===== config.mk =====
export PLATFORM = sky130hd
export DESIGN_NAME = bcd_count_ctrl
export DESIGN_NICKNAME = d
export VERILOG_FILES = /design/src/rtl/bcd_count_ctrl_pkg.sv /design/src/rtl/bcd_count_ctrl_bin2bcd_7.sv /design/src/rtl/bcd_count_ctrl.sv
export SDC_FILE = /design/constraint.sdc
export NUM_CORES = 1
export LEC_CHECK = 0
export BUFFER_PORTS_ARGS = -buffer_cell sky130_fd_sc_hd__buf_2
export CORE_MARGIN = 3
export CORE_UTILIZATION = 40
export DETAILED_ROUTE_END_ITERATION = 6
export HOLD_SLACK_MARGIN = 0.02
export PLACE_DENSITY_LB_ADDON = 0.25
export SLEW_MARGIN = 20
export SYNTH_ARGS = -nofsm -noshare
export SYNTH_HDL_FRONTEND = slang
export SYNTH_SLANG_ARGS = --single-unit

===== constraint.sdc =====
create_clock -name clk -period 1.83 [get_ports clk]
set_clock_uncertainty 0.1 [all_clocks]
set_input_delay 0.366 -clock clk [delete_from_list [all_inputs] [get_ports clk]]
set_output_delay 0.366 -clock clk [all_outputs]
set_load 0.05 [all_outputs]

===== src/rtl/bcd_count_ctrl_pkg.sv =====
// Shared definitions for the BCD count controller.
//   state_t      - controller state encoding
//   BCD_MAX      - largest target a two-digit BCD counter can reach
//   bcd_digit_t  - one BCD digit
//   sat_bcd_max  - clamps a 7-bit binary target to BCD_MAX
package bcd_count_ctrl_pkg;

  localparam int BCD_MAX = 99;

  typedef logic [3:0] bcd_digit_t;

  typedef enum logic [1:0] {
    ST_IDLE  = 2'd0,
    ST_LOAD  = 2'd1,
    ST_COUNT = 2'd2,
    ST_DONE  = 2'd3
  } state_t;

  function automatic logic [6:0] sat_bcd_max(input logic [6:0] val);
    return (val > 7'(BCD_MAX)) ? 7'(BCD_MAX) : val;
  endfunction

endpackage


===== src/rtl/bcd_count_ctrl_bin2bcd_7.sv =====
// Combinational 7-bit binary (0..99) to two-digit BCD conversion.
// Ports:
//   bin  in  7  binary value, expected range 0..99
//   tens out 4  BCD tens digit
//   ones out 4  BCD ones digit
// Values above 99 are not expected; the tens digit saturates at 9.
module bin2bcd_7
  import bcd_count_ctrl_pkg::*;
(
  input  logic [6:0] bin,
  output logic [3:0] tens,
  output logic [3:0] ones
);

  bcd_digit_t tens_v;

  // Threshold ladder instead of a divider: pick the largest multiple of
  // ten not exceeding bin, the remainder is the ones digit.
  always_comb begin
    tens_v = '0;
    for (int i = 1; i <= 9; i++) begin
      if (bin >= 7'(i * 10)) tens_v = 4'(i);
    end
  end

  assign tens = tens_v;
  assign ones = 4'(bin - 7'(10 * int'(tens_v)));

endmodule


===== src/rtl/bcd_count_ctrl.sv =====
// Sequencer for an external two-digit BCD counter.
// Accepts a count target, loads it into the counter, runs the counter
// until its digits match the target, then holds the result briefly.
// A timer flags a sticky timeout if no match occurs in time.
//
// state    | meaning
// ---------+--------------------------------------------------------
// ST_IDLE  | ready for a request; counter held clear
// ST_LOAD  | one cycle with cnt_run=0 so the counter loads cnt_max
// ST_COUNT | counter running; watching digits and timer
// ST_DONE  | match seen; counter holds for HOLD_CYC cycles
//
// Ports:
//   clk        in   rising-edge clock
//   rst_n      in   asynchronous active-low reset
//   req_valid  in   new target presented
//   req_max    in 7 requested maximum count (binary, clamped to 99)
//   req_ready  out  request accepted when req_valid is high
//   abort      in   terminate the current run
//   digit_1    in 4 counter ones digit
//   digit_2    in 4 counter tens digit
//   cnt_run    out  counter run enable (0 clears/loads)
//   cnt_max    out 7 target to the counter
//   busy       out  high in LOAD, COUNT and DONE
//   done       out  one-cycle pulse on match
//   timeout    out  sticky timeout flag, cleared on next accept
module bcd_count_ctrl
  import bcd_count_ctrl_pkg::*;
#(
  parameter int TMO_CYC  = 127,
  parameter int HOLD_CYC = 4
) (
  input  logic       clk,
  input  logic       rst_n,
  input  logic       req_valid,
  input  logic [6:0] req_max,
  output logic       req_ready,
  input  logic       abort,
  input  logic [3:0] digit_1,
  input  logic [3:0] digit_2,
  output logic       cnt_run,
  output logic [6:0] cnt_max,
  output logic       busy,
  output logic       done,
  output logic       timeout
);

  localparam logic [7:0] TMO_LAST  = 8'(TMO_CYC - 1);
  localparam logic [7:0] HOLD_LAST = 8'(HOLD_CYC - 1);

  state_t     state, state_n;
  logic [7:0] timer, timer_n;
  logic [7:0] hold, hold_n;
  logic [6:0] tgt, tgt_n;
  bcd_digit_t tgt_tens, tgt_tens_n;
  bcd_digit_t tgt_ones, tgt_ones_n;
  logic       done_n, timeout_n;
  logic       req_ready_n, cnt_run_n, busy_n;

  logic [6:0] req_sat;
  bcd_digit_t req_tens, req_ones;
  logic       match;

  assign req_sat = sat_bcd_max(req_max);

  bin2bcd_7 u_bin2bcd (
    .bin  (req_sat),
    .tens (req_tens),
    .ones (req_ones)
  );

  // Non-BCD digits are excluded explicitly so a corrupted counter can
  // never produce a false match.
  assign match = (digit_1 <= 4'd9) && (digit_2 <= 4'd9) &&
                 (digit_2 == tgt_tens) && (digit_1 == tgt_ones);

  always_ff @(posedge clk or negedge rst_n) begin
    if (!rst_n) begin
      state     <= ST_IDLE;
      timer     <= '0;
      hold      <= '0;
      tgt       <= '0;
      tgt_tens  <= '0;
      tgt_ones  <= '0;
      done      <= 1'b0;
      timeout   <= 1'b0;
      req_ready <= 1'b1;
      cnt_run   <= 1'b0;
      busy      <= 1'b0;
    end else begin
      state     <= state_n;
      timer     <= timer_n;
      hold      <= hold_n;
      tgt       <= tgt_n;
      tgt_tens  <= tgt_tens_n;
      tgt_ones  <= tgt_ones_n;
      done      <= done_n;
      timeout   <= timeout_n;
      req_ready <= req_ready_n;
      cnt_run   <= cnt_run_n;
      busy      <= busy_n;
    end
  end

  assign cnt_max = tgt;

  always_comb begin
    state_n    = state;
    timer_n    = timer;
    hold_n     = hold;
    tgt_n      = tgt;
    tgt_tens_n = tgt_tens;
    tgt_ones_n = tgt_ones;
    done_n     = 1'b0;
    timeout_n  = timeout;

    case (state)
      ST_IDLE: begin
        timer_n = '0;
        if (req_valid) begin
          state_n    = ST_LOAD;
          tgt_n      = req_sat;
          tgt_tens_n = req_tens;
          tgt_ones_n = req_ones;
          timeout_n  = 1'b0;
        end
      end
      ST_LOAD: begin
        timer_n = '0;
        state_n = abort ? ST_IDLE : ST_COUNT;
      end
      ST_COUNT: begin
        // Priority: abort, then match, then timer expiry.
        if (abort) begin
          state_n = ST_IDLE;
        end else if (match) begin
          state_n = ST_DONE;
          done_n  = 1'b1;
          hold_n  = HOLD_LAST;
        end else if (timer == TMO_LAST) begin
          state_n   = ST_IDLE;
          timeout_n = 1'b1;
        end else begin
          timer_n = timer + 8'd1;
        end
      end
      ST_DONE: begin
        if (abort || hold == '0) begin
          state_n = ST_IDLE;
        end else begin
          hold_n = hold - 8'd1;
        end
      end
      default: state_n = ST_IDLE;
    endcase

    // Outputs are registered from the next state so they line up with it.
    req_ready_n = (state_n == ST_IDLE);
    cnt_run_n   = (state_n == ST_COUNT) || (state_n == ST_DONE);
    busy_n      = (state_n != ST_IDLE);
  end

endmodule

Word level (Yosys, flattened, before mapping). Index checks and enable logic that the tools add are counted.

$add $sub $neg: 3. $mul: 1. Reduce and logical (&&, ||, !) cells: 17. Eq/ne operators: 15. $lt $le $gt $ge: 12. Mux-type cells: 33.

Operator list (number): 2-to-1 mux 8 bit (6); one-hot mux 8 bit (2 select lines) (2); greater-or-equal comparator 7 x 6 -> 1 bit, second input constant (3); greater-or-equal comparator 7 bit, second input constant (3); 2-to-1 mux 2 bit (8); greater-or-equal comparator 7 x 5 -> 1 bit, second input constant (2); inequality test 2 bit, second input constant (7); 2-to-1 mux 3 bit (4); adder 8 x 1 -> 8 bit, second input constant (1); equality test 2 bit, second input constant (4); equality test 4 bit (2); equality test 8 x 7 -> 1 bit, second input constant (1); <= comparator 4 bit, second input constant (2); zero test 8 bit (1); 2-to-1 mux 1 bit (8); 2-to-1 mux 4 bit (2); one-hot mux 2 bit (4 select lines) (1); AND reduction 4 bit (2); nonzero test 2 bit (4); subtractor 8 x 1 -> 8 bit, second input constant (1); greater-or-equal comparator 7 x 4 -> 1 bit, second input constant (1); > comparator 7 bit, second input constant (1); 2-to-1 mux 7 bit (1); AND reduction 5 bit (1); 9 further kinds (13).

Input port bits: 19. Output and inout port bits: 12. Bits in registers: 38. Word-level logic and storage cells: 92.

Logic depth before layout (Yosys ltp). Gate-level depths: netlist (run 1).

Word-level depth: 14. Gate-level depth with buffers: 11. Depth with buffers taken out: 10.

Cells and area by module. Synthesis (run 1) repeated with hierarchy kept, for this count alone.

Cells, all modules: 220. Area total of the unflattened synthesis: 2283.4 µm².

By module, submodules not included: bcd_count_ctrl (cells each 182, area an instance 2052.0 µm², instances 1, sequential area each 952.2 µm²); bin2bcd_7 (cells each 38, area an instance 231.5 µm², instances 1, sequential area each 0.0 µm²).

Worst setup path after synthesis (run 1). No wires, ideal clock.

Path type: input to register. Start point: in req_max[2]. End point: reg tgt_ones[3]. Cell stages on the path: 9. Library setup time: 0.131 ns. Required time: 1.599 ns. Setup slack: -0.674 ns. Buffers on the path: 1. Arrival time: 2.273 ns. Cell sequence: clkbuf_1 o311a_1 o31ai_1 inv_1 ha_1 fa_1 xnor2_1 xnor2_1 o21ai_1.

Word-level cells in the longest chain between the ends: 14. Elaborated cells between the ends (all ways): 22. Those cells by class: add/sub (1); mul (1); order compare (10); mux (10).

Ends and longest elaborated chain: start: declaration (RTL line bcd_count_ctrl.sv:36) `input logic [6:0] req_max,`; > comparator 7 bit (RTL line bcd_count_ctrl_pkg.sv:20) `return (val > 7'(BCD_MAX)) ? 7'(BCD_MAX) : val;`; 2-to-1 mux 7 bit (*) (RTL line bcd_count_ctrl_pkg.sv:20); greater-or-equal comparator 7 x 4 -> 1 bit (RTL line bcd_count_ctrl_bin2bcd_7.sv:22) `if (bin >= 7'(i * 10)) tens_v = 4'(i);`; 2-to-1 mux 1 bit (RTL line bcd_count_ctrl_bin2bcd_7.sv:22); 2-to-1 mux 2 bit (2 in series) (RTL line bcd_count_ctrl_bin2bcd_7.sv:22); 2-to-1 mux 3 bit (4 in series) (RTL line bcd_count_ctrl_bin2bcd_7.sv:22); 2-to-1 mux 4 bit (RTL line bcd_count_ctrl_bin2bcd_7.sv:22); 2-to-1 mux 4 bit (*) (RTL line bcd_count_ctrl_bin2bcd_7.sv:22); net req_tens[0] (RTL line bcd_count_ctrl.sv:61) `bcd_digit_t req_tens, req_ones;`; multiplier 3 x 4 -> 3 bit (*) (RTL line bcd_count_ctrl_bin2bcd_7.sv:27) `assign ones = 4'(bin - 7'(10 * int'(tens_v)));`; subtractor 4 bit (*) (RTL line bcd_count_ctrl_bin2bcd_7.sv:27); end signal: assignment (RTL line bcd_count_ctrl.sv:96) `tgt_ones <= tgt_ones_n;`; end: declaration (RTL line bcd_count_ctrl.sv:56) `bcd_digit_t tgt_ones, tgt_ones_n;`.

Mark *: on every way through the listed nets, which the timed path passes. The rest lies on a longest branch. A chain may end at the register's enable or synchronous reset.

Worst setup path in the final report (run 1).
Start point: in req_max[1]. End point: reg tgt_ones[3].

Same word-level chain as after synthesis.

==> flow_summary.yaml, run 1 <==
sta:
  tns_ns: -2.24
  post-route-period-util_pct: 113
  worst_slew_pin_slew_ns: 0.425
  period_minus_slack_ns: 2.07
  slew_viol_final: 0
  rsz0062_at_grt: "yes"
  fmax_mhz: 483
  setup_viol: 21
  setup_slack_ns: -0.239
  hold_viol_final: 0
  maxSlewHeadroom_pct: 71.5
routing:
  routedWlPerCell_um: 13.5
  postRouteAntennaNets: 0
  drt_pass1_iterations: 4
  drt-initial-drc-count: 93
  drt_wl_total_mm: 5.16
  num_vias: 1948
  drc: 0
  via_per_inst: 5.09
placement:
  dp.cells: 365
  gp_congestion: 0.800
  dpl_cell_area_mm2: 0.00268
  portBuffers: 30
  hpwl_mm: 3.70
job:
  max_cap_violations: 0
logic_synthesis:
  yosysMostFrequentCell: "dfrtp_1"
  yosys.area.top_type: "dfrtp_1"
  synth_common_cells: "35 x dfrtp_1, 29 x nand2_1, 17 x o21ai_0, 14 x nor2_1, 12 x inv_1"
  synth_edf_count: 0
  yosysWarnings: 0
  ys.flop_type: "dfrtp_1"
  synthArstFlopShare_pct: 100
  synth_area_mm2: 0.00206
  synth_cells: 230
  yosys-top-cells-area: "dfrtp_1 43%, nand2_1 5.3%, o21ai_0 4.1%"
  syn_nets: 255
  synth_top_area_share_pct: 42.5
  synth.distinct_cells: 49
  synth-seq-cells: 36
  synth-seq-area-share_pct: 43.8
  syn_area_per_cell_um2: 8.95
global_route:
  grt_pass1_vias: 1808
  grt_overflow: 0
  grt_use_total_pct: 17.0
  grt_pass1_wl_mm: 8.20
  antenna_found_initial: 0
  grt_max_degree: 22
cts:
  cts.sinks: 36
  cts_max_level: 2
  clk_latency_ns: 0.29
  clk_pin_slew_worst_paths_ns: 0.08
  cts_tree: "yes"
  numCtsBuffers: 5
  cts_buffer_depth: 2
  root_buffer: "clkbuf_8"
cells_and_area:
  drive_gt1_share_pct: 43.0
  stdcell_count: 383
  num_antenna_cells: 0
  finalInstanceArea_mm2: 0.00305
  fin_nets: 340
  area_growth_pct: 48.3
  utilization_pct: 63.0
  fill_cells: 424
critical_path:
  worst-setup-path-type: "in2reg"
  start_kind: "input port"
  r2r_start: "tgt_tens[2]"
  critPathCaptureType: "flop"
  r2r_setup_slack_ns: -0.22
  r2r-end: "hold[7]"
  crit_arrival_ns: 2.14
  path_max_fanout: 3
  required_ns: 1.90
  reg2reg_depth: 7
power:
  power_leakage_nw: 1.36
  power_density_mw_per_mm2: 979
  irDropWorstVdd_mv: 0.480
floorplan:
  die_area_mm2: 0.00605
  rows: 25
  die_w_um: 77.8
  start_util_pct: 42.5
  core_mm2: 0.00485
  ioPinCount: 31
  die_y_um: 77.8
worst_hold_path:
  hold_start: "req_max[0]"
  hold_depth: 3
  hold_path_class: "in2reg"
  holdPathEnd: "cnt_max[0]"
status:
  status: "complete, but fails checks"
  violations: "setup timing"
==> worst max path at each step <==
stage / start / to / slack (ns) / cells past startpoint
after floorplan: req_max[5] / tgt_ones[3] / -0.48 / 9
after global routing: tgt_tens[2] / hold[7] / -0.38 / 7
after CTS: req_max[4] / tgt_ones[3] / -0.23 / 11
after global placement: req_max[1] / tgt_ones[3] / -0.55 / 10
after detailed placement: req_max[4] / tgt_ones[3] / -0.62 / 11
final: req_max[1] / tgt_ones[3] / -0.24 / 11
==> registers in the layout, summed over array words and instances (netlist names) <==
name / count
hold: 8
req_ready: 1
timeout: 1
tgt_tens: 4
tgt_ones: 3
cnt_max: 7
state: 2
timer: 8
busy: 1
done: 1
==> critical path, cell delays in order <==
cell,delay [ns]
buf_8,0.10
nor2b_4,0.12
a2111o_1,0.42
o221a_4,0.14
o31ai_4,0.06
inv_1,0.07
ha_2,0.17
fa_2,0.35
xnor2_2,0.14
xnor2_1,0.14
o21ai_1,0.07
==> final cells by class <==
type | count | area, µm² | area share (%)
well taps | 67 | 83.8 | 2.74
inverters | 13 | 48.8 | 1.60
repair buffers | 89 | 658 | 21.5
clock inverters | 2 | 10.0 | 0.328
multi-input cells | 170 | 1270 | 41.5
clock buffers | 6 | 82.6 | 2.70
flip-flops and latches | 36 | 903 | 29.6
==> per-stage QoR <==
| step | power (W) | hold WS, ns | setup slack (ns) |
|---|---|---|---|
| 2_1_floorplan | 0.00185 | -0.0296 | -0.478 |
| 5_1_grt | 0.00319 | 0.320 | -0.376 |
| 4_1_cts | 0.00293 | 0.258 | -0.235 |
| 3_5_place_dp | 0.00228 | 0.217 | -0.616 |
| 3_3_place_gp | 0.00225 | 0.218 | -0.549 |
| 6_report | 0.00299 | 0.249 | -0.239 |
==> power by group <==
part / total (W) / switching (W) / internal [W]
clock network: 0.000594 / 0.000293 / 0.000301
registers: 0.00115 / 0.000154 / 0.000997
logic: 0.00124 / 0.000696 / 0.000548
total: 0.00299 / 0.00114 / 0.00185
==> what timing repair did <==
| action | in CTS | in global routing |
|---|---|---|
| pin swaps | 9 | 18 |
| hold buffers | 1 | 0 |
| resized for setup | 18 | 20 |
| buffers inserted | 7 | 2 |
| hold endpoints to repair | 15 | 0 |
| gates cloned | 0 | 1 |
| setup endpoints to repair | 23 | 24 |
==> placed cells by master, fill, tap and decap left out, types with 2 or more instances in the layout <==
master	synthesis	layout
nand2b_1	5	5
clkinv_2	0	2
nand3b_1	5	5
buf_4	1	53
buf_2	1	28
inv_2	0	2
nand2_1	29	28
clkbuf_8	0	6
ha_1	5	4
o31ai_1	8	5
inv_1	12	10
nor2_1	14	13
or4_1	3	2
dfrtp_1	35	34
o21ai_2	0	3
nor3_1	5	2
nor4_2	2	2
nand3_1	4	3
a21oi_1	9	7
o21ai_1	10	7
a22oi_1	3	3
buf_12	0	2
buf_6	0	2
nor2b_1	8	4
nor3_2	0	2
a21oi_2	0	2
nor3b_1	4	3
or3_1	6	5
xnor2_2	0	2
xnor2_1	6	4
o31ai_4	0	2
nor2b_4	0	3
mux2_2	2	2
a22o_1	2	2
o21ai_0	17	16
==> logic make-up (layout without fill, tap and decap cells) <==
group / after synthesis / count (layout) / synth area share [%]
and+or+nand+nor: 92 / 92 / 23.5
AOI/OAI and AO/OA: 61 / 61 / 19.0
DFF: 36 / 36 / 43.8
buffers and inverters: 24 / 110 / 4.62
adders and majority gates: 7 / 7 / 4.50
xor gates and xnor gates: 7 / 7 / 2.98
muxes: 3 / 3 / 1.58
==> layer usage <==
metal  share of wire [%]  up-vias  routed length [µm]  track usage [%]
met3                 3.4        8                 174             4.06
met2                  49       37                2520             28.0
li1                    -      981                   -                -
met1                  46      922                2400             22.5
met5                   0        -                   0                0
met4                 1.4        0                  70             4.27
Power figures use the tool's default switching activity.
==> run 2: changes to the inputs <==
--- a/config.mk
+++ b/config.mk
@@ -5,6 +5,7 @@
 export SDC_FILE = /design/constraint.sdc
 export NUM_CORES = 1
 export LEC_CHECK = 0
+export ABC_AREA = 1
 export BUFFER_PORTS_ARGS = -buffer_cell sky130_fd_sc_hd__buf_2
 export CORE_MARGIN = 3
 export CORE_UTILIZATION = 40
==> run 2 against run 1 <==
Effect of this change:
- the flow still finishes with violations (setup timing)
- clock power down 1%
- sequential power increased by 4%
- sequential share of layout area is 0.16 points higher
- highest routed layer unchanged
- sequential cell count unchanged
- cell area decreased by 0.53%
==> flow_summary.yaml, run 2 <==
worst_hold_path:
  hold_path_class: "in2reg"
sta:
  maxSlewHeadroom_pct: 60.2
  fmax_mhz: 419
  post-route-period-util_pct: 130
  holdWs_ns: 0.273
  hold_viol_final: 0
  setup_slack_ns: -0.556
  setup_viol: 3
  worst_slew_pin_slew_ns: 0.597
  rsz0062_at_grt: "yes"
  period_minus_slack_ns: 2.39
  slew_viol_final: 0
routing:
  routedWlPerCell_um: 13.0
  via_per_inst: 4.86
  drc: 0
  drt_pass1_iterations: 4
  num_vias: 1996
  drt-initial-drc-count: 38
  drt_wl_total_mm: 5.34
  postRouteAntennaNets: 0
logic_synthesis:
  synth.distinct_cells: 38
  syn_area_per_cell_um2: 8.13
  synth_top_area_share_pct: 41.0
  yosysMostFrequentCell: "nand2_1"
  synth-seq-cells: 36
  synth_area_mm2: 0.00214
  syn_nets: 288
  yosys-top-cells-area: "dfrtp_1 41%, nand2_1 12%, xor2_1 5.3%"
  synth_edf_count: 0
  yosysWarnings: 0
  synth_cells: 263
  ys.flop_type: "dfrtp_1"
  yosys.area.top_type: "dfrtp_1"
  synth-seq-area-share_pct: 42.2
  synth_common_cells: "66 x nand2_1, 35 x dfrtp_1, 23 x inv_1, 20 x nor2_1, 17 x o21ai_0"
  synthArstFlopShare_pct: 100
critical_path:
  cpPeakStageDelay_ns: 0.32
  path_max_fanout: 4
  critPathCaptureType: "flop"
  crit_chain: "buf_4 > nor2_4 > nand2_4 > a21oi_4 > nand2_2 > a21oi_2 > nand2_1 > nand2_1 > nand2_1 > nand2_2 > nand2_4 > ha_4 > fa_2 > xor2_1 > xnor2_1 > nand3_1 > nand3_2 > nand2_2"
  required_ns: 1.91
  crit_arrival_ns: 2.47
  worst-setup-path-type: "in2reg"
  slowest_stage: "fa_2"
  start_kind: "input port"
global_route:
  antenna_found_initial: 0
  grt_max_degree: 28
  grt_pass1_wl_mm: 8.17
  grt_use_total_pct: 16.6
  grt_overflow: 0
  grt_pass1_vias: 1853
cells_and_area:
  drive_gt1_share_pct: 45.1
  fin_nets: 368
  area_growth_pct: 42.1
  utilization_pct: 61.5
  num_antenna_cells: 0
  final_cell_mix: "55 x nand2_1, 49 x buf_4, 34 x dfrtp_1, 26 x buf_2, 18 x inv_1"
  layout_commonest_cell: "nand2_1"
cts:
  cts_max_level: 2
  clk_latency_ns: 0.29
  root_buffer: "clkbuf_8"
  cts_tree: "yes"
  cts_buffer_depth: 2
  cts.sinks: 36
  clk_pin_slew_worst_paths_ns: 0.07
  numCtsBuffers: 5
floorplan:
  die_w_um: 79.1
  start_util_pct: 43.3
  rows: 25
  die_y_um: 79.1
  ioPinCount: 31
  core_mm2: 0.00494
  die_area_mm2: 0.00626
power:
  power_density_mw_per_mm2: 1070
  power_leakage_nw: 1.46
  irDropWorstVdd_mv: 0.955
job:
  max_cap_violations: 0
placement:
  portBuffers: 30
  gp_congestion: 0.868
  hpwl_mm: 3.55
  place_worst_setup_slack_ns: -0.912
status:
  violations: "setup timing"
  status: "complete, but fails checks"
-- run 2: area by class of cell --
type                       instances  area, µm²
clock buffer                       6       82.6
inverter                          26        106
tap                               67       83.8
multi-input combinational        197       1330
timing repair buffer              77        523
clock inverter                     2       10.0
fill                             448       1900
sequential                        36        903
-- run 2: cell families (layout without fill, tap and decap cells) --
family,Yosys count,after routing,synth area share [%]
flops,36,36,42.2
fa+ha+maj,6,6,3.86
simple gates,126,128,26.9
xor+xnor,15,15,6.14
compound gates,48,48,14.0
buf+inv,32,111,6.96
-- run 2: through the flow --
step / power (W) / TNS (ns) / instance area, µm² / cells
detailed placement: 0.00243 / -3.39 / 2640 / 393
global placement: 0.00241 / -2.83 / 2640 / 393
CTS: 0.00307 / -0.761 / 2820 / 407
finish: 0.00325 / -0.805 / 3040 / 411
global route: 0.00346 / -2.93 / 3040 / 411
floorplan: 0.00207 / -1.02 / 2160 / 263
-- run 2: per-layer routing --
metal,track usage (%),share of wire [%]
met5,0,0
met4,5.15,1.2
met3,3.74,2.5
met1,22.7,50
met2,26.0,47
-- run 2: worst max-delay path, delay by kind of cell --
kind,cells,cell delay [ns]
and+or+nand+nor,11,0.83
buffers and inverters,1,0.13
AOI/OAI and AO/OA,2,0.31
xor gates and xnor gates,2,0.33
adders and majority gates,2,0.49
-- run 2: what timing repair did --
item	4_1_cts	5_1_grt
pin swaps	12	23
resized for setup	13	47
setup endpoints to repair	8	20
hold endpoints to repair	24	0
gates cloned	0	2
hold buffers	1	0
setup buffers	5	2
-- run 2: power by group --
group / switching (W) / internal [W]
clock: 0.000285 / 0.000300
combinational: 0.000943 / 0.000522
sequential: 0.000174 / 0.00102
total: 0.00140 / 0.00185
-- run 2: worst paths after layout --
check | startpoint | endpoint | slack (ns) | depth (start not counted)
min in group asynchronous | rst_n | timer[5] | 0.51 | 2
worst max register to register | tgt_ones[1] | hold[4] | -0.01 | 7
worst min register to register | cnt_max[4] | cnt_max[4] | 0.39 | 2
max in group asynchronous | rst_n | cnt_max[6] | 0.59 | 3
worst min-delay path | abort | state[1] | 0.27 | 2
worst max-delay path | req_max[2] | tgt_ones[3] | -0.56 | 18
==> run 3: changes to the inputs <==
--- a/config.mk
+++ b/config.mk
@@ -6,13 +6,12 @@
 export NUM_CORES = 1
 export LEC_CHECK = 0
 export ABC_AREA = 1
-export BUFFER_PORTS_ARGS = -buffer_cell sky130_fd_sc_hd__buf_2
 export CORE_MARGIN = 3
 export CORE_UTILIZATION = 40
 export DETAILED_ROUTE_END_ITERATION = 6
+export DONT_BUFFER_PORTS = 1
 export HOLD_SLACK_MARGIN = 0.02
 export PLACE_DENSITY_LB_ADDON = 0.25
-export SLEW_MARGIN = 20
 export SYNTH_ARGS = -nofsm -noshare
 export SYNTH_HDL_FRONTEND = slang
 export SYNTH_SLANG_ARGS = --single-unit
==> run 3 against run 2 <==
Effect of this change:
- non-clock buffer count shrank 31
- the flow still finishes with violations (setup timing)
- clock power grew 4.9%
- sequential cell count is the same
- critical path depth shrank 1
- maximum frequency grew 7.6%
- critical path type unchanged
- register-to-register slack lost 0.02 ns
- cell count shrank 7.5%
- via count shrank 6.9%
- highest routed layer is now met3
- critical endpoint unchanged
- combinational power shrank 27%
- cell area shrank 4.9%
- power shrank 2.3%
- wire length shrank 3.3%
==> flow_summary.yaml, run 3 (synthesized netlist as in run 2, its figures left out) <==
status:
  status: "complete, but fails checks"
  violations: "setup timing"
critical_path:
  slowest_stage: "fa_2"
  r2r_setup_slack_ns: -0.03
  endpoint: "tgt_ones[3]"
  critical_path.top_delay_family: "simple AND/OR/NAND/NOR gates"
  path_max_fanout: 4
  start_kind: "input port"
  path_depth: 17
  crit_arrival_ns: 2.31
  cp_common_cell: "nand2_2"
  critPathCaptureType: "flop"
  reg2reg_depth: 7
  path_buf_inv: 1
  required_ns: 1.92
  r2r-end: "timer[3]"
  crit_chain: "clkinvlp_4 > nand2_4 > a21oi_4 > nand2_2 > a21oi_2 > nand2_1 > nand2_1 > nand2_1 > nand2_2 > nand2_2 > ha_4 > fa_2 > xor2_2 > xnor2_2 > nand3_1 > nand3_2 > nand2_2"
  cpPeakStageDelay_ns: 0.35
  crit_start: "req_max[4]"
  r2r_start: "cnt_max[0]"
  worst-setup-path-type: "in2reg"
sta:
  holdWs_ns: 0.0819
  hold_viol_final: 0
  rsz0062_at_grt: "yes"
  setup_viol: 9
  fmax_mhz: 451
  setup_slack_ns: -0.387
  post-route-period-util_pct: 121
  slew_viol_final: 0
  worst_slew_pin_slew_ns: 0.501
  maxSlewHeadroom_pct: 66.6
  period_minus_slack_ns: 2.22
floorplan:
  die_area_mm2: 0.00626
  core_mm2: 0.00494
  die_y_um: 79.1
  start_util_pct: 43.3
  rows: 25
  die_w_um: 79.1
  ioPinCount: 31
global_route:
  antenna_found_initial: 0
  top_usage_layer: "met2"
  grt_use_total_pct: 16.9
  grt_overflow: 0
  use_met3_pct: 4.99
  grt_pass1_vias: 1838
  use_met1_pct: 22.3
  grt_max_degree: 37
  met2_usage_pct: 27.4
  grt_pass1_wl_mm: 8.45
routing:
  drc: 0
  drt_pass1_iterations: 4
  drt-initial-drc-count: 103
  routedWlPerCell_um: 13.6
  via_per_inst: 4.89
  postRouteAntennaNets: 0
  drt_wl_total_mm: 5.17
  num_vias: 1859
cells_and_area:
  multi_input_area_mm2: 0.00133
  regArea_um2: 903
  finalInstanceArea_mm2: 0.00289
  area_growth_pct: 35.0
  layout_commonest_cell: "nand2_1"
  fin_nets: 337
  fill_cells: 474
  num_antenna_cells: 0
  drive_gt1_share_pct: 38.0
  final_cell_mix: "53 x nand2_1, 44 x buf_4, 34 x dfrtp_1, 20 x inv_1, 19 x nand2_2"
cts:
  numCtsBuffers: 5
  cts.sinks: 36
  clk_pin_slew_worst_paths_ns: 0.08
  clk_latency_ns: 0.29
  cts_buffer_depth: 2
  cts_max_level: 2
  cts_tree: "yes"
  root_buffer: "clkbuf_8"
job:
  max_cap_violations: 0
placement:
  portBuffers: 0
  place_worst_setup_slack_ns: -0.783
  hpwl_mm: 3.53
  gp_congestion: 0.830
  dpl_cell_area_mm2: 0.00248
power:
  irDropWorstVdd_mv: 0.798
  power_density_mw_per_mm2: 1100
  power_w: 0.00317
  power_leakage_nw: 1.33
worst_hold_path:
  hold_path_class: "in2reg"
==> run 3: how the worst min path moves through the flow <==
| stage | start | endpoint | slack (ns) | depth (start not counted) |
|---|---|---|---|---|
| 4_1_cts | abort | done | 0.13 | 3 |
| 2_1_floorplan | rst_n | busy | -0.03 | 0 |
| 5_1_grt | abort | state[1] | 0.08 | 1 |
| 6_report | abort | state[1] | 0.08 | 1 |
| 3_3_place_gp | rst_n | tgt_tens[3] | -0.03 | 0 |
| 3_5_place_dp | rst_n | tgt_tens[3] | -0.03 | 0 |
==> run 3: worst register-to-register path, delay by kind of cell, from the launching register on <==
kind / cells / cell delay, ns
xor gates and xnor gates: 1 / 0.18
and+or+nand+nor: 5 / 0.92
DFF: 1 / 0.41
AOI/OAI and AO/OA: 1 / 0.16
==> run 3: what timing repair did <==
| item | 4_1_cts | 5_1_grt |
|---|---|---|
| setup endpoints to repair | 9 | 18 |
| hold endpoints to repair | 36 | 0 |
| buffers inserted | 3 | 3 |
| gates cloned | 0 | 2 |
| hold buffers | 2 | 0 |
| gates resized for setup | 11 | 40 |
| pin swaps | 10 | 10 |
==> run 3: metrics by stage <==
stage / cells / utilization [%] / TNS [ns]
after floorplan: 263 / - / -1.02
after global placement: 362 / 50.2 / -1.13
after detailed placement: 362 / 50.2 / -1.41
after CTS: 375 / 54.1 / -0.411
after global routing: 380 / 58.4 / -2.56
final: 380 / 58.4 / -0.541
==> run 3: final cells by class <==
class                   instances  area share, %
multi-input cells             197           46.1
inverters                      26           3.81
well taps                      67           2.90
clock buffers                   8           3.47
repair buffers                 46           12.5
flip-flops and latches         36           31.3
==> run 3: report_power, final <==
group | switching, W | leakage, nW | internal, W
Sequential | 0.000465 | 0.461 | 0.00102
Combinational | 0.000623 | 0.816 | 0.000448
Clock | 0.000272 | 0.0515 | 0.000344
==> run 3: routing by layer <==
layer | wire length (µm) | up-vias | share of wire, %
met1 | 2440 | 861 | 47
met3 | 278 | 0 | 5.4
li1 | - | 963 | -
met5 | 0 | - | 0
met4 | 0 | 0 | 0
met2 | 2450 | 35 | 47
